### config.mk
export PLATFORM = sky130hd
export DESIGN_NAME = row_col_allocator
export DESIGN_NICKNAME = d
export VERILOG_FILES = /design/src/rtl/rob_pkg.sv /design/src/rtl/rob_prio_enc.sv /design/src/rtl/row_col_allocator.sv
export SDC_FILE = /design/constraint.sdc
export NUM_CORES = 1
export LEC_CHECK = 0
export ABC_AREA = 1
export CORE_MARGIN = 2
export CORE_UTILIZATION = 45
export CTS_BUF_LIST = sky130_fd_sc_hd__clkbuf_8
export CTS_CLUSTER_DIAMETER = 50
export DETAILED_ROUTE_END_ITERATION = 10
export GPL_ROUTABILITY_DRIVEN = 0
export PLACE_DENSITY = 0.63
export SLEW_MARGIN = 20
export SYNTH_ARGS = -nofsm -noshare
export SYNTH_HDL_FRONTEND = slang
export SYNTH_SLANG_ARGS = --single-unit
### constraint.sdc
create_clock -name clk -period 26.5 [get_ports clk]
set_input_delay 6.625 -clock clk [delete_from_list [all_inputs] [get_ports clk]]
set_output_delay 6.625 -clock clk [all_outputs]
set_load 0.05 [all_outputs]
### src/rtl/rob_pkg.sv
// Shared constants and row-state layout for the ROB ID-to-{row,col} allocator.
package rob_pkg;

    localparam int DEF_ID_WIDTH = 4;
    localparam int DEF_NUM_ROWS = 16;
    localparam int DEF_NUM_COLS = 16;
    localparam int DEF_ROW_W    = $clog2(DEF_NUM_ROWS);
    localparam int DEF_COL_W    = $clog2(DEF_NUM_COLS);

    // cnt is one bit wider than the pointers so a completely full row is representable.
    typedef struct packed {
        logic                    bound;
        logic [DEF_ID_WIDTH-1:0] id;
        logic [DEF_COL_W-1:0]    wr_ptr;
        logic [DEF_COL_W-1:0]    rd_ptr;
        logic [DEF_COL_W:0]      cnt;
    } row_state_t;

endpackage

### src/rtl/rob_prio_enc.sv
// Lowest-set-bit priority encoder; idx is 0 when nothing is set.
module rob_prio_enc #(
    parameter int N = 4,
    localparam int IDX_W = $clog2(N)
) (
    input  logic [N-1:0]     req,
    output logic [IDX_W-1:0] idx,
    output logic             found
);

    always_comb begin
        idx   = '0;
        found = 1'b0;
        for (int i = N - 1; i >= 0; i--) begin
            if (req[i]) begin
                idx   = IDX_W'(i);
                found = 1'b1;
            end
        end
    end

endmodule

### src/rtl/row_col_allocator.sv
// Maps each in-flight AXI ID to a row and hands out per-row sequence columns,
// producing unique_id = {row, col}; entries retire in order per row.
module row_col_allocator
    import rob_pkg::*;
#(
    parameter int ID_WIDTH = DEF_ID_WIDTH,
    parameter int NUM_ROWS = DEF_NUM_ROWS,
    parameter int NUM_COLS = DEF_NUM_COLS,
    localparam int ROW_W = $clog2(NUM_ROWS),
    localparam int COL_W = $clog2(NUM_COLS)
) (
    input  logic                   clk,
    input  logic                   rst,
    input  logic                   alloc_valid,
    input  logic [ID_WIDTH-1:0]    alloc_id,
    output logic                   alloc_ready,
    output logic                   uid_valid,
    output logic [ROW_W+COL_W-1:0] unique_id,
    input  logic                   free_valid,
    input  logic [ROW_W-1:0]       free_row,
    input  logic [COL_W-1:0]       free_col,
    output logic                   free_err,
    output logic [NUM_ROWS-1:0]    row_bound,
    output logic                   rows_full
);

    typedef struct packed {
        logic                bound;
        logic [ID_WIDTH-1:0] id;
        logic [COL_W-1:0]    wr_ptr;
        logic [COL_W-1:0]    rd_ptr;
        logic [COL_W:0]      cnt;
    } row_t;

    localparam logic [COL_W:0] CNT_FULL  = (COL_W + 1)'(NUM_COLS);
    localparam logic [COL_W:0] CNT_ONE   = (COL_W + 1)'(1);
    localparam bit             ROWS_POW2 = (NUM_ROWS == (1 << ROW_W));

    row_t                rows_q [NUM_ROWS];
    row_t                rows_d [NUM_ROWS];
    logic [NUM_ROWS-1:0] hit_vec;
    logic [NUM_ROWS-1:0] unbound_vec;
    logic [NUM_ROWS-1:0] fire_row;
    logic [NUM_ROWS-1:0] free_sel;
    logic [NUM_ROWS-1:0] row_bound_d;
    logic [ROW_W-1:0]    hit_idx;
    logic [ROW_W-1:0]    free_idx;
    logic [ROW_W-1:0]    tgt_row;
    logic                hit_found;
    logic                free_found;
    logic                fire;
    logic                row_in_range;
    logic                free_legal;

    always_comb begin
        for (int i = 0; i < NUM_ROWS; i++) begin
            hit_vec[i]     = rows_q[i].bound && (rows_q[i].id == alloc_id);
            unbound_vec[i] = !rows_q[i].bound;
        end
    end

    rob_prio_enc #(.N(NUM_ROWS)) u_hit_enc (
        .req   (hit_vec),
        .idx   (hit_idx),
        .found (hit_found)
    );

    rob_prio_enc #(.N(NUM_ROWS)) u_free_enc (
        .req   (unbound_vec),
        .idx   (free_idx),
        .found (free_found)
    );

    // Handshake: a request fires when alloc_valid && alloc_ready; ready depends only on
    // registered state (never on alloc_valid or a same-cycle free) and valid may not wait on it.
    assign alloc_ready  = hit_found ? (rows_q[hit_idx].cnt < CNT_FULL) : free_found;
    assign fire         = alloc_valid && alloc_ready;
    assign tgt_row      = hit_found ? hit_idx : free_idx;
    assign row_in_range = ROWS_POW2 || (int'(free_row) < NUM_ROWS);

    always_comb begin
        free_legal = 1'b0;
        if (free_valid && row_in_range) begin
            free_legal = rows_q[free_row].bound && (rows_q[free_row].cnt != '0)
                         && (rows_q[free_row].rd_ptr == free_col);
        end
    end

    always_comb begin
        for (int i = 0; i < NUM_ROWS; i++) begin
            fire_row[i] = fire && (tgt_row == ROW_W'(i));
            free_sel[i] = free_legal && (free_row == ROW_W'(i));
        end
    end

    // A same-row fire keeps the row bound even when the free would have drained it.
    always_comb begin
        for (int i = 0; i < NUM_ROWS; i++) begin
            rows_d[i] = rows_q[i];
            if (fire_row[i]) begin
                rows_d[i].bound  = 1'b1;
                rows_d[i].id     = alloc_id;
                rows_d[i].wr_ptr = rows_q[i].wr_ptr + COL_W'(1);
            end
            if (free_sel[i]) begin
                rows_d[i].rd_ptr = rows_q[i].rd_ptr + COL_W'(1);
            end
            if (fire_row[i] && !free_sel[i]) begin
                rows_d[i].cnt = rows_q[i].cnt + CNT_ONE;
            end else if (free_sel[i] && !fire_row[i]) begin
                rows_d[i].cnt = rows_q[i].cnt - CNT_ONE;
                if (rows_q[i].cnt == CNT_ONE) begin
                    rows_d[i].bound = 1'b0;
                end
            end
            row_bound_d[i] = rows_d[i].bound;
        end
    end

    always_ff @(posedge clk or posedge rst) begin
        if (rst) begin
            for (int i = 0; i < NUM_ROWS; i++) begin
                rows_q[i] <= '0;
            end
            uid_valid <= 1'b0;
            unique_id <= '0;
            free_err  <= 1'b0;
            row_bound <= '0;
            rows_full <= 1'b0;
        end else begin
            for (int i = 0; i < NUM_ROWS; i++) begin
                rows_q[i] <= rows_d[i];
            end
            uid_valid <= fire;
            if (fire) begin
                unique_id <= {tgt_row, rows_q[tgt_row].wr_ptr};
            end
            free_err  <= free_valid && !free_legal;
            row_bound <= row_bound_d;
            rows_full <= &row_bound_d;
        end
    end

`ifndef SYNTHESIS
    always_ff @(posedge clk) begin
        if (!rst) begin
            assert ($onehot0(hit_vec))
                else $error("alloc_id matches more than one bound row");
            assert (!(fire && !alloc_ready))
                else $error("grant issued while alloc_ready low");
            for (int i = 0; i < NUM_ROWS; i++) begin
                assert (rows_q[i].cnt <= CNT_FULL)
                    else $error("row %0d count overflow", i);
            end
        end
    end
`endif

endmodule

# After elaboration in Yosys (flattened, before gate mapping)
# Cells that the tools add are included.
dict set report classes {
  add_sub_neg 64
  n_bitwise 3
  n_reduce_logical 137
  magnitude_cmp 4
  n_eq_ne 63
  n_mux 172
}
# op count
set op_table {}
lappend op_table {{$bmux W18 S4} 3}
lappend op_table {{$mux W5} 34}
lappend op_table {{$mux W9} 16}
lappend op_table {{$mux W4} 33}
lappend op_table {{$add A4 B1 Y4 const B} 32}
lappend op_table {{$logic_and A1 B1 Y1} 84}
lappend op_table {{$mux W1} 82}
lappend op_table {{$add A5 B1 Y5 const B} 16}
lappend op_table {{$eq A5 B1 Y1 const B} 16}
lappend op_table {{$sub A5 B1 Y5 const B} 16}
lappend op_table {{$eq A4 B4 Y1} 17}
lappend op_table {{$eq A4 B4 Y1 const B} 16}
lappend op_table {{$mux W18} 2}
lappend op_table {{$logic_not A1 Y1} 33}
lappend op_table {{$eq A4 B3 Y1 const B} 8}
lappend op_table {{$reduce_bool A2 Y1} 16}
lappend op_table {{$mux W13} 2}
lappend op_table {{$eq A4 B2 Y1 const B} 4}
lappend op_table {{$reduce_and A16 Y1} 1}
lappend op_table {{$ge A5 B5 Y1 const B} 3}
lappend op_table {{$not A4 Y5} 3}
lappend op_table {{$eq A4 B1 Y1 const B} 2}
lappend op_table {{$logic_not A4 Y1} 2}
lappend op_table {{$lt A5 B5 Y1 const B} 1}
lappend op_table {{$reduce_bool A5 Y1} 1}
dict set report totals {
  ff_bits 315
  elab_cells 528
  out_inout_bits 28
}

# Longest topological paths before layout
# Gate-level depths: netlist (run 1).
dict set report depth {
  ltp_word 31
  ltp_mapped 41
  depth_no_buf 40
}

# By module
# From an unflattened synthesis (run 1), not the netlist that was laid out.
dict set report hier_totals {
  cells_unflattened 2175
  hier_area_um2 18081.1
}
# module instances area_per_inst_um2 cells_each seq_area_each_um2
set modules_own_cells {}
lappend modules_own_cells {row_col_allocator 1 17663.2 2077 7482.2}
lappend modules_own_cells {rob_prio_enc 2 209.0 49 0.0}

# Worst setup path before layout (run 1)
# No wires, ideal clock.
dict set report synth_path {
  kind {input to output}
  startpoint {input alloc_id[2]}
  endpoint {output alloc_ready}
  slack_ps 11123
  stages 21
  required_ps 19875
  n_path_buf 3
  arrival_time_ps 8752
  path_cell_list {buf_6 buf_6 or2_0 a221oi_2 o2111ai_1 nand2_1 nand2_1 nand2_1 nand2_1 nand2_1 nand2_1 nand2_2 nand2_4 nand2_4 nand2_1 nand3_1 nand3_1 nand3_1 nand2_1 nor2_4 buf_12}
}
dict set report synth_via {
  elab_chain_cells 24
  elab_cells_between_ends 70
}
# item line
set synth_rtl {}
lappend synth_rtl {{start, declared} row_col_allocator.sv:15} ;# input logic [ID_WIDTH-1:0] alloc_id,
lappend synth_rtl {{$eq A4 B4 Y1} row_col_allocator.sv:57} ;# hit_vec[i] = rows_q[i].bound && (rows_q[i].id == alloc_id);
lappend synth_rtl {{$logic_and A1 B1 Y1} row_col_allocator.sv:57}
lappend synth_rtl {{$mux W4 (16 in series)} rob_prio_enc.sv:15} ;# if (req[i]) begin
lappend synth_rtl {{$not A4 Y5 (implied by the code)} row_col_allocator.sv:76} ;# assign alloc_ready = hit_found ? (rows_q[hit_idx].cnt < CNT_FULL) : free_found;
lappend synth_rtl {{$bmux W18 S4} row_col_allocator.sv:76}
lappend synth_rtl {{$mux W5 (implied by the code) (2 in series)} row_col_allocator.sv:76}
lappend synth_rtl {{$lt A5 B5 Y1} row_col_allocator.sv:76}
lappend synth_rtl {{$mux W1 *} row_col_allocator.sv:76}
lappend synth_rtl {{end, declared} row_col_allocator.sv:16} ;# output logic alloc_ready,
# Every way passes the cells marked *; elsewhere a longest branch is shown, timed or not. The select of a mux whose other input is x is not followed.

# Worst setup path after layout (run 1)
# Same ends and word-level chain as after synthesis.

==> results of run 1 <==
==> how the worst min path moves through the flow <==
| stage | startpoint | cells past startpoint | to |
|---|---|---|---|
| after floorplan | rows_q[166] | 1 | rows_q[166] |
| after global placement | rows_q[166] | 1 | rows_q[166] |
| after detailed placement | rows_q[274] | 1 | rows_q[274] |
| after CTS | rows_q[12] | 1 | rows_q[12] |
| after global routing | rows_q[12] | 1 | rows_q[12] |
| final | rows_q[8] | 1 | rows_q[8] |
==> registers in the layout, indices dropped and copies added, names as in the netlist <==
register / flops
rows_full: 1
rows_q: 272
unique_id: 8
uid_valid: 1
free_err: 1
row_bound: 16
==> synth_stat cells, types with 5 or more instances <==
| master | n |
|---|---|
| sky130_fd_sc_hd__a211oi_1 | 6 |
| sky130_fd_sc_hd__a21oi_1 | 47 |
| sky130_fd_sc_hd__a21oi_2 | 8 |
| sky130_fd_sc_hd__a221oi_1 | 14 |
| sky130_fd_sc_hd__a22oi_1 | 37 |
| sky130_fd_sc_hd__buf_2 | 16 |
| sky130_fd_sc_hd__buf_4 | 19 |
| sky130_fd_sc_hd__buf_6 | 7 |
| sky130_fd_sc_hd__clkbuf_1 | 21 |
| sky130_fd_sc_hd__clkinv_1 | 5 |
| sky130_fd_sc_hd__dfrtp_1 | 299 |
| sky130_fd_sc_hd__ha_1 | 112 |
| sky130_fd_sc_hd__inv_1 | 205 |
| sky130_fd_sc_hd__inv_2 | 13 |
| sky130_fd_sc_hd__nand2_1 | 408 |
| sky130_fd_sc_hd__nand3_1 | 76 |
| sky130_fd_sc_hd__nand3_4 | 7 |
| sky130_fd_sc_hd__nand4_1 | 35 |
| sky130_fd_sc_hd__nor2_1 | 128 |
| sky130_fd_sc_hd__nor3_1 | 26 |
| sky130_fd_sc_hd__o2111ai_1 | 13 |
| sky130_fd_sc_hd__o211ai_1 | 11 |
| sky130_fd_sc_hd__o21ai_0 | 144 |
| sky130_fd_sc_hd__o221ai_1 | 7 |
| sky130_fd_sc_hd__o22ai_1 | 31 |
| sky130_fd_sc_hd__o32ai_1 | 8 |
| sky130_fd_sc_hd__or2_0 | 7 |
| sky130_fd_sc_hd__or2_2 | 11 |
| sky130_fd_sc_hd__xnor2_1 | 79 |
| sky130_fd_sc_hd__xor2_1 | 97 |
==> worst reg2reg max path: cells and delay by family, from the launching register on <==
| kind | cells | cell delay, ns |
|---|---|---|
| AND/OR/NAND/NOR | 26 | 3.26 |
| buffers and inverters | 4 | 0.63 |
| AO/OA/AOI/OAI | 3 | 0.53 |
| flip-flops | 1 | 0.47 |
| adder cells (fa/ha/maj) | 1 | 0.38 |
| XOR/XNOR | 1 | 0.14 |
==> stage by stage <==
stage | cell area (sq um) | util, % | hold WS, ns
floorplan | 17000 | - | 0.442
global placement | 17800 | 47.4 | 0.457
detailed placement | 17800 | 47.4 | 0.463
CTS | 18700 | 49.9 | 0.474
global route | 18700 | 49.9 | 0.483
finish | 18700 | 49.9 | 0.471
==> power groups by stage <==
stage	combinational, mW	clock (mW)	sequential (mW)
CTS	0.703	0.405	0.706
finish	0.707	0.395	0.708
global route	0.798	0.427	0.726
detailed placement	0.701	0	0.711
floorplan	0.527	0	0.699
global placement	0.680	0	0.709
==> cells by family (layout without fill, tap and decap cells) <==
kind of cell / after synthesis / count (layout) / synth area share, %
simple gates: 721 / 721 / 18.5
buf+inv: 288 / 363 / 7.29
fa+ha+maj: 112 / 112 / 8.23
flops: 299 / 299 / 44.0
compound gates: 348 / 348 / 13.0
xor+xnor: 176 / 176 / 9.06
==> final cells by class <==
class	count	area, sq um
Clock buffer	60	826
Tap cell	511	639
Inverter	223	845
Multi-Input combinational cell	1357	8300
Fill cell	3576	18800
Sequential cell	299	7480
Timing Repair Buffer	49	488
Clock inverter	31	130
==> layer usage <==
metal  vias to the layer above  global-route usage, %  part of all wire, %
met3                        69                   4.80                  6.7
met1                      6535                   31.3                   45
met4                         0                   7.63                  3.0
met5                         -                      0                    0
met2                       374                   36.2                   45
li1                       6516                      -                    -
==> impl_results.md, run 1 <==
- Timing endpoint of the critical path: alloc_ready
- Yosys Warn Count: 0
- Largest cells by area after synthesis: sky130_fd_sc_hd__dfrtp_1 (44%), sky130_fd_sc_hd__nand2_1 (9.0%), sky130_fd_sc_hd__ha_1 (8.2%)
- Clock net sink count: 299
- TritonCTS clock tree: yes
- Aggregate routed wire length: 43,800 um
- Maximum fanout encountered on the critical timing path: 27
- # resized after CTS: 0
- Largest stage delay on the critical path: 1.13 ns
- Number of ports placed on the die boundary: 44
- Share of the clock period used by the worst path: 67.6%
- Slowest cell on crit path: sky130_fd_sc_hd__clkdlybuf4s50_1
- Clock Skew: 0.0199 ns
- Number of diodes added for antenna fixing: 0
- Vias: 13,500
- Maximum achievable frequency: 55.8 MHz
- Worst reg2reg startpoint: row_bound[15]
- Async set or reset register ratio after synthesis: 100%
- Number of nets still failing antenna checks after routing: 0
- Power density cells: 96.8 mW/mm^2
- Number of DRC violations after detailed-routing iteration 0: 1,007
- Effective utilization at floorplan: 45.4%
- Worst voltage drop across the vdd grid: 0.0490 mV
- Proportion of synthesized chip area in sequential cells: 44.0%
- Remaining Overflow, GRT: 0
- Syn-to-layout area delta: 9.91%
- Cts-stage hold buffer count: 0
- Final Critical Period: 17.92 ns
- Final hold viol count: 0
- Vias per cell: 5.33
- Int Pwr: 1.03 mW
- Reg-to-Reg End: rows_q[111]
- Measured slew at the worst slew-check pin: 1.07 ns
- Setup slack at placement: 8.65 ns
- Die width: 198 um
- Crit path kind: in2out
- Detail Placement HPWL: 31,900 um
- Part of the power in registers: 39.1%
- Number of maximum-capacitance violations: 0
- Number of buffers on the longest clock path: 3
- Part of the power in the clock network: 21.8%
- Gate count after technology mapping: 1,944
- All-Layer GR Usage: 22.8%
- Required time of the critical path: 19.88 ns
- Average wire per standard cell: 17.3 um
- Vias in the first global route: 12,900
- Setup violation total in the final timing report: 0
- Startpoint type of the worst setup path: primary input
- PortBufs: 43
- Mapped Avg Cell Area: 8.76 sq um
- H-tree lvl count: 2
- Number of synthesized register bits: 299
- Critical Path Source: alloc_id[2]
- Share of post-route cells with drive strength above 1: 6.29%
- DRC Markers: 0
- DR pass1 iterations: 6
- Number of synthesized flops with an enable pin: 0
- Top cell by count, worst path: sky130_fd_sc_hd__nand2_1
- Overall die height: 198 um
- Synth Cell Area: 0.0170 sq mm
- Setup repair after global routing missed its margin: no
- Root Buffer Master: sky130_fd_sc_hd__clkbuf_8
- Pin count of the biggest net entering global routing: 177
- Comb pwr share: 39.0%
- Clk_lat worst skew: 0.63 ns
- Power after layout: 1.81 mW
- Type of the most critical hold path: reg2reg
- Worst slew slack as a fraction of its limit: 28.2%
- Standard-cell row count: 71
- Number of pins exceeding their max-slew limit in the final report: 0
- Setup repair bufs after CTS: 0
- Number of distinct library cells after synthesis: 53
- Placeable core region: 0.0375 sq mm
- Area share of the largest cell type after synthesis: 44.0%
- Final setup TNS: 0 ns
- Antenna violations before repair: 0
- Number of instances in the placed design: 2,439
- Depth of the most critical reg-to-reg path: 35
- Main synth FF type: sky130_fd_sc_hd__dfrtp_1
- Synthesized Nets: 2,072
- Worst R2R Setup Slack: 20.95 ns
- Switch Pwr: 785 uW
- Cell depth of the worst setup path: 28
- Switching share of power: 43.4%
- Crit path capture type: primary output
- Leakage dissipation: 9.23 nW
- Leading cell types in the layout, fill and taps excluded: sky130_fd_sc_hd__nand2_1 (408), sky130_fd_sc_hd__dfrtp_1 (299), sky130_fd_sc_hd__inv_1 (231)
- Final non-filler cell total: 2,530
- Die Footprint: 0.0394 sq mm
- Global-route wire length before repair: 69,900 um
- Data arrival time of the worst path: 11.29 ns
- Outcome: finished clean
- Inserted Clock Buffers: 53
- Post-layout nets: 2,111
- Worst Path Buf+Inv: 3
- Clock-pin transition on the worst setup and hold timing paths: 0.05 ns
- Commonest non-fill, non-tap cell in the layout: sky130_fd_sc_hd__nand2_1
- Library cell occupying the most area in the post-synthesis netlist: sky130_fd_sc_hd__dfrtp_1
- Slack of the critical path: 8.58 ns
- Kind of cell adding the most delay to the critical path: buffers and inverters
(Power assumes the default switching activity.)
==> run 2, diff against run 1 <==
--- a/config.mk
+++ b/config.mk
@@ -12,7 +12,7 @@
 export CTS_CLUSTER_DIAMETER = 50
 export DETAILED_ROUTE_END_ITERATION = 10
 export GPL_ROUTABILITY_DRIVEN = 0
-export PLACE_DENSITY = 0.63
+export PLACE_DENSITY = 0.65
 export SLEW_MARGIN = 20
 export SYNTH_ARGS = -nofsm -noshare
 export SYNTH_HDL_FRONTEND = slang
==> constraint.sdc (replaced) <==
create_clock -name clk -period 15.6 [get_ports clk]
set_input_delay 3.9 -clock clk [delete_from_list [all_inputs] [get_ports clk]]
set_output_delay 3.9 -clock clk [all_outputs]
set_load 0.05 [all_outputs]
==> impl_results.md, run 2 (synthesized netlist as in run 1, its figures left out) <==
- Outcome: finished clean
- Power after layout: 3.23 mW
- Switching share of power: 42.0%
- Global-route wire length before repair: 70,200 um
- Inserted Clock Buffers: 54
- Effective utilization at floorplan: 45.4%
- Vias: 13,500
- Clock-pin transition on the worst setup and hold timing paths: 0.05 ns
- Share of the clock period used by the worst path: 80.1%
- Largest register by flop count: rows_q
- Part of the power in registers: 37.2%
- Number of ports placed on the die boundary: 44
- Maximum achievable frequency: 80.0 MHz
- H-tree lvl count: 2
- Switch Pwr: 1.36 mW
- Share of post-route cells with drive strength above 1: 7.45%
- Crit path capture type: primary output
- Number of flip-flops in the largest register: 272
- Setup violation total in the final timing report: 0
- Clock net sink count: 299
- Grt met3 use: 5.00%
- Leading cell types in the layout, fill and taps excluded: sky130_fd_sc_hd__nand2_1 (408), sky130_fd_sc_hd__dfrtp_1 (299), sky130_fd_sc_hd__inv_1 (215)
- Aggregate routed wire length: 43,600 um
- Power density cells: 170 mW/mm^2
- Antenna violations before repair: 0
- Number of buffers on the longest clock path: 3
- Int Pwr: 1.88 mW
- Worst voltage drop across the vdd grid: 0.0852 mV
- Detail Placement HPWL: 31,500 um
- Final Critical Period: 12.49 ns
- Number of DRC violations after detailed-routing iteration 0: 965
- Root Buffer Master: sky130_fd_sc_hd__clkbuf_8
- Launch instance of the worst min-delay path: rows_q[274]
- Part of the power in the clock network: 25.6%
- Largest registers: rows_q (272), row_bound (16), unique_id (8)
- Reg-to-Reg End: rows_q[111]
- Type of the most critical hold path: reg2reg
- Worst reg2reg startpoint: row_bound[14]
- Die width: 198 um
- Syn-to-layout area delta: 11.4%
- Final hold viol count: 0
- Cts-stage hold buffer count: 0
- Worst slew slack as a fraction of its limit: 29.7%
- PortBufs: 43
- Setup repair after global routing missed its margin: no
- Clk_lat worst skew: 0.62 ns
- Number of diodes added for antenna fixing: 0
- Worst hold margin: 0.470 ns
- Measured slew at the worst slew-check pin: 1.05 ns
- Met2 demand-to-capacity share in global routing: 35.9%
- Startpoint type of the worst setup path: primary input
- Data arrival time of the worst path: 8.59 ns
- DRC Markers: 0
- Placeable core region: 0.0375 sq mm
- Die Footprint: 0.0394 sq mm
- Cell depth of the worst min-delay path: 1
- Leakage dissipation: 9.33 nW
- Commonest non-fill, non-tap cell in the layout: sky130_fd_sc_hd__nand2_1
- Crit path kind: in2out
- Average wire per standard cell: 17.2 um
- Post-layout nets: 2,110
- Setup repair bufs after CTS: 0
- Required time of the critical path: 11.70 ns
- GRT Max-Usage Layer: met2
- Clock Skew: 0.0208 ns
- Depth of the most critical reg-to-reg path: 35
- GR met1 Demand/Resource: 30.9%
- Maximum fanout encountered on the critical timing path: 27
- Final setup TNS: 0 ns
- DR pass1 iterations: 5
- Overall die height: 198 um
- Vias per cell: 5.32
- Number of pins exceeding their max-slew limit in the final report: 0
- Standard-cell row count: 71
- # resized after CTS: 0
- Worst R2R Setup Slack: 10.01 ns
- All-Layer GR Usage: 22.8%
- Pin count of the biggest net entering global routing: 161
- TritonCTS clock tree: yes
- Number of nets still failing antenna checks after routing: 0
- Number of instances in the placed design: 2,437
- Comb pwr share: 37.1%
- Final non-filler cell total: 2,538
- Remaining Overflow, GRT: 0
- Filler cells: 3,576
- WHS Endpoint: rows_q[274]
- Number of maximum-capacitance violations: 0
- Vias in the first global route: 13,000
==> run 2: changes by cell type in the layout (fill, tap and decap cells not counted) <==
| cell | before | now |
|---|---|---|
| sky130_fd_sc_hd__clkbuf_8 | 60 | 76 |
| sky130_fd_sc_hd__inv_1 | 231 | 215 |
| sky130_fd_sc_hd__clkinv_2 | 1 | 11 |
| sky130_fd_sc_hd__bufinv_16 | 0 | 3 |
| sky130_fd_sc_hd__buf_4 | 5 | 3 |
| sky130_fd_sc_hd__clkinvlp_4 | 2 | 0 |
| sky130_fd_sc_hd__clkinv_4 | 1 | 0 |
==> run 2: layer usage <==
metal	part of all wire, %	routed length (um)	vias to the layer above
li1	-	-	6525
met1	45	19700	6522
met2	45	19600	369
met5	0	0	-
met3	6.1	2640	83
met4	3.8	1650	0
==> run 2: metrics by stage <==
stage	worst slack (ns)	cell area, sq um	utilization [%]
floorplan	3.44	17000	-
global placement	3.25	17700	47.3
detailed placement	3.15	17700	47.3
CTS	3.17	19000	50.6
global route	2.65	19000	50.6
finish	3.11	19000	50.6
==> run 2: worst max-delay path: stages <==
cell and delay, ns:
sky130_fd_sc_hd__clkdlybuf4s50_1 1.13, sky130_fd_sc_hd__inv_2 0.32, sky130_fd_sc_hd__nand2_1 0.13, sky130_fd_sc_hd__nand2_1 0.06
sky130_fd_sc_hd__nand3_1 0.09, sky130_fd_sc_hd__nor2_1 0.05, sky130_fd_sc_hd__nand2_1 0.05, sky130_fd_sc_hd__nand2_1 0.04
sky130_fd_sc_hd__nand2_1 0.05, sky130_fd_sc_hd__nand2_1 0.05, sky130_fd_sc_hd__nand2_1 0.07, sky130_fd_sc_hd__nand2_1 0.06
sky130_fd_sc_hd__nand2_1 0.07, sky130_fd_sc_hd__nand2_1 0.05, sky130_fd_sc_hd__nand2_1 0.07, sky130_fd_sc_hd__nand2_1 0.05
sky130_fd_sc_hd__nand2_1 0.06, sky130_fd_sc_hd__nand2_1 0.06, sky130_fd_sc_hd__nand2_2 0.08, sky130_fd_sc_hd__nand2_4 0.10
sky130_fd_sc_hd__nand2_4 0.13, sky130_fd_sc_hd__nand2_1 0.09, sky130_fd_sc_hd__nand3_1 0.08, sky130_fd_sc_hd__nand2_1 0.06
sky130_fd_sc_hd__nor2_1 0.09, sky130_fd_sc_hd__nor2_1 0.08, sky130_fd_sc_hd__nor2_4 0.56, sky130_fd_sc_hd__clkdlybuf4s50_1 0.93
==> run 2: power by group through the flow <==
stage / registers [mW] / logic [mW] / clock network (mW)
after floorplan: 1.19 / 0.895 / 0
after global placement: 1.20 / 1.15 / 0
after detailed placement: 1.21 / 1.19 / 0
after CTS: 1.20 / 1.19 / 0.846
after global routing: 1.23 / 1.35 / 0.884
final: 1.20 / 1.20 / 0.828
==> run 2: area by class of cell <==
cell class                      count  area, sq um  area share, %
Clock inverter                     25          186          0.983
Tap cell                          511          639           3.37
Sequential cell                   299         7480           39.4
Multi-Input combinational cell   1357         8300           43.7
Inverter                          223          845           4.45
Timing Repair Buffer               47          473           2.49
Clock buffer                       76         1050           5.51
==> run 2: worst max path at each step <==
stage                           start          end  slack, ns  cells past startpoint
after floorplan                   rst     free_err       3.44                      1
after global placement    alloc_id[2]  alloc_ready       3.25                     28
after detailed placement  alloc_id[2]  alloc_ready       3.15                     28
after CTS                 alloc_id[2]  alloc_ready       3.17                     28
after global routing      alloc_id[2]  alloc_ready       2.65                     28
final                     alloc_id[2]  alloc_ready       3.11                     28
==> run 3, diff against run 2 <==
==> constraint.sdc (replaced) <==
create_clock -name clk -period 10.8 [get_ports clk]
set_input_delay 2.7 -clock clk [delete_from_list [all_inputs] [get_ports clk]]
set_output_delay 2.7 -clock clk [all_outputs]
set_load 0.05 [all_outputs]
==> impl_results.md, run 3 (synthesized netlist as in run 1, its figures left out) <==
- Post-layout nets: 2,115
- Number of buffers on the longest clock path: 3
- Clock-pin transition on the worst setup and hold timing paths: 0.06 ns
- Number of diodes added for antenna fixing: 0
- Share of post-route cells with drive strength above 1: 7.30%
- DRC Markers: 0
- Maximum fanout encountered on the critical timing path: 44
- Average wire per standard cell: 17.3 um
- Final setup TNS: 0 ns
- Remaining Overflow, GRT: 0
- Inserted Clock Buffers: 54
- All-Layer GR Usage: 22.8%
- Number of nets still failing antenna checks after routing: 0
- Outcome: finished clean
- Root Buffer Master: sky130_fd_sc_hd__clkbuf_8
- Required time of the critical path: 8.10 ns
- Number of maximum-capacitance violations: 0
- Vias per cell: 5.34
- Number of ports placed on the die boundary: 44
- Setup repair after global routing missed its margin: no
- Clk_lat worst skew: 0.64 ns
- Maximum achievable frequency: 107 MHz
- Cts-stage hold buffer count: 0
- Slack of the critical path: 1.46 ns
- Worst voltage drop across the vdd grid: 0.132 mV
- Power density cells: 243 mW/mm^2
- Aggregate routed wire length: 43,900 um
- Setup violation total in the final timing report: 0
- Number of DRC violations after detailed-routing iteration 0: 1,179
- Global-route wire length before repair: 70,200 um
- Final Critical Period: 9.34 ns
- Measured slew at the worst slew-check pin: 1.12 ns
- Slowest cell on crit path: sky130_fd_sc_hd__clkdlybuf4s50_1
- Filler cells: 3,540
- Overall die height: 198 um
- Final hold viol count: 0
- Largest stage delay on the critical path: 0.82 ns
- Clock Skew: 0.0310 ns
- Setup repair bufs after CTS: 0
- Syn-to-layout area delta: 11.0%
- Detail Placement HPWL: 31,700 um
- Type of the most critical hold path: reg2reg
- Data arrival time of the worst path: 6.64 ns
- Startpoint type of the worst setup path: primary input
- Commonest non-fill, non-tap cell in the layout: sky130_fd_sc_hd__nand2_1
- Setup slack at placement: 1.52 ns
- Die width: 198 um
- TritonCTS clock tree: yes
- # resized after CTS: 0
- Leading cell types in the layout, fill and taps excluded: sky130_fd_sc_hd__nand2_1 (408), sky130_fd_sc_hd__dfrtp_1 (299), sky130_fd_sc_hd__inv_1 (218)
- Largest register by flop count: rows_q
- Standard-cell row count: 71
- Share of the clock period used by the worst path: 86.5%
- Number of pins exceeding their max-slew limit in the final report: 0
- Number of flip-flops in the largest register: 272
- Crit path capture type: primary output
- Largest registers: rows_q (272), row_bound (16), unique_id (8)
- H-tree lvl count: 2
- Pin count of the biggest net entering global routing: 165
- Die Footprint: 0.0394 sq mm
- DR pass1 iterations: 6
- Placeable core region: 0.0375 sq mm
- Vias in the first global route: 13,100
- Crit path kind: in2out
- Top cell by count, worst path: sky130_fd_sc_hd__nand2_1
- Clock net sink count: 299
- PortBufs: 43
- Worst slew slack as a fraction of its limit: 24.9%
- Leakage dissipation: 9.28 nW
- Antenna violations before repair: 0
- Vias: 13,600
- Effective utilization at floorplan: 45.4%
- Worst R2R Setup Slack: 5.27 ns
run 3: cell types whose count changed in the layout (fill, tap and decap cells not counted), sizes merged:
cell / previous run / this run
clkinv: 16 / 13
inv: 229 / 232
buf: 4 / 9
clkbuf: 76 / 68
clkinvlp: 0 / 4
bufinv: 3 / 2
run 3: final cells by class:
cell class,instances,area [sq um],share of cell area (%)
Clock buffer,68,936,4.95
Sequential cell,299,7480,39.6
Tap cell,511,639,3.38
Clock inverter,28,184,0.974
Timing Repair Buffer,52,510,2.70
Inverter,223,841,4.45
Multi-Input combinational cell,1357,8300,43.9
run 3: final timing paths:
kind | startpoint | end | cells past startpoint
hold reg to reg | rows_q[238] | rows_q[238] | 1
setup / recovery | alloc_id[0] | alloc_ready | 27
hold / removal | rows_q[238] | rows_q[238] | 1
min in group asynchronous | rst | rows_q[228] | 3
max in group asynchronous | rst | rows_q[5] | 4
setup reg to reg | row_bound[14] | rows_full | 33
run 3: routing by layer:
layer	part of all wire [%]	global-route usage [%]	vias up
met2	47	37.0	347
met4	2.8	7.57	0
li1	-	-	6539
met3	6.0	4.07	86
met1	44	30.9	6588
met5	0	0	-
run 3: worst max-delay path: cells and delay by family:
| family | cells | cell delay, ns |
|---|---|---|
| and+or+nand+nor | 23 | 1.80 |
| AOI/OAI and AO/OA | 1 | 0.16 |
| buffers and inverters | 3 | 1.95 |
run 3: where the power goes:
group	internal (mW)	leakage [nW]	switching, mW
registers	1.43	3.74	0.308
logic	0.594	4.92	1.16
clock network	0.613	0.628	0.496
run 3: through the flow:
step | util (%) | power, mW | hold WS (ns) | area (sq um) | std cells
after floorplan | - | 3.01 | 0.442 | 17000 | 1944
after global placement | 47.4 | 3.42 | 0.458 | 17800 | 2442
after detailed placement | 47.4 | 3.48 | 0.456 | 17800 | 2442
after CTS | 50.4 | 4.61 | 0.469 | 18900 | 2538
after global routing | 50.4 | 4.93 | 0.474 | 18900 | 2538
final | 50.4 | 4.60 | 0.467 | 18900 | 2538
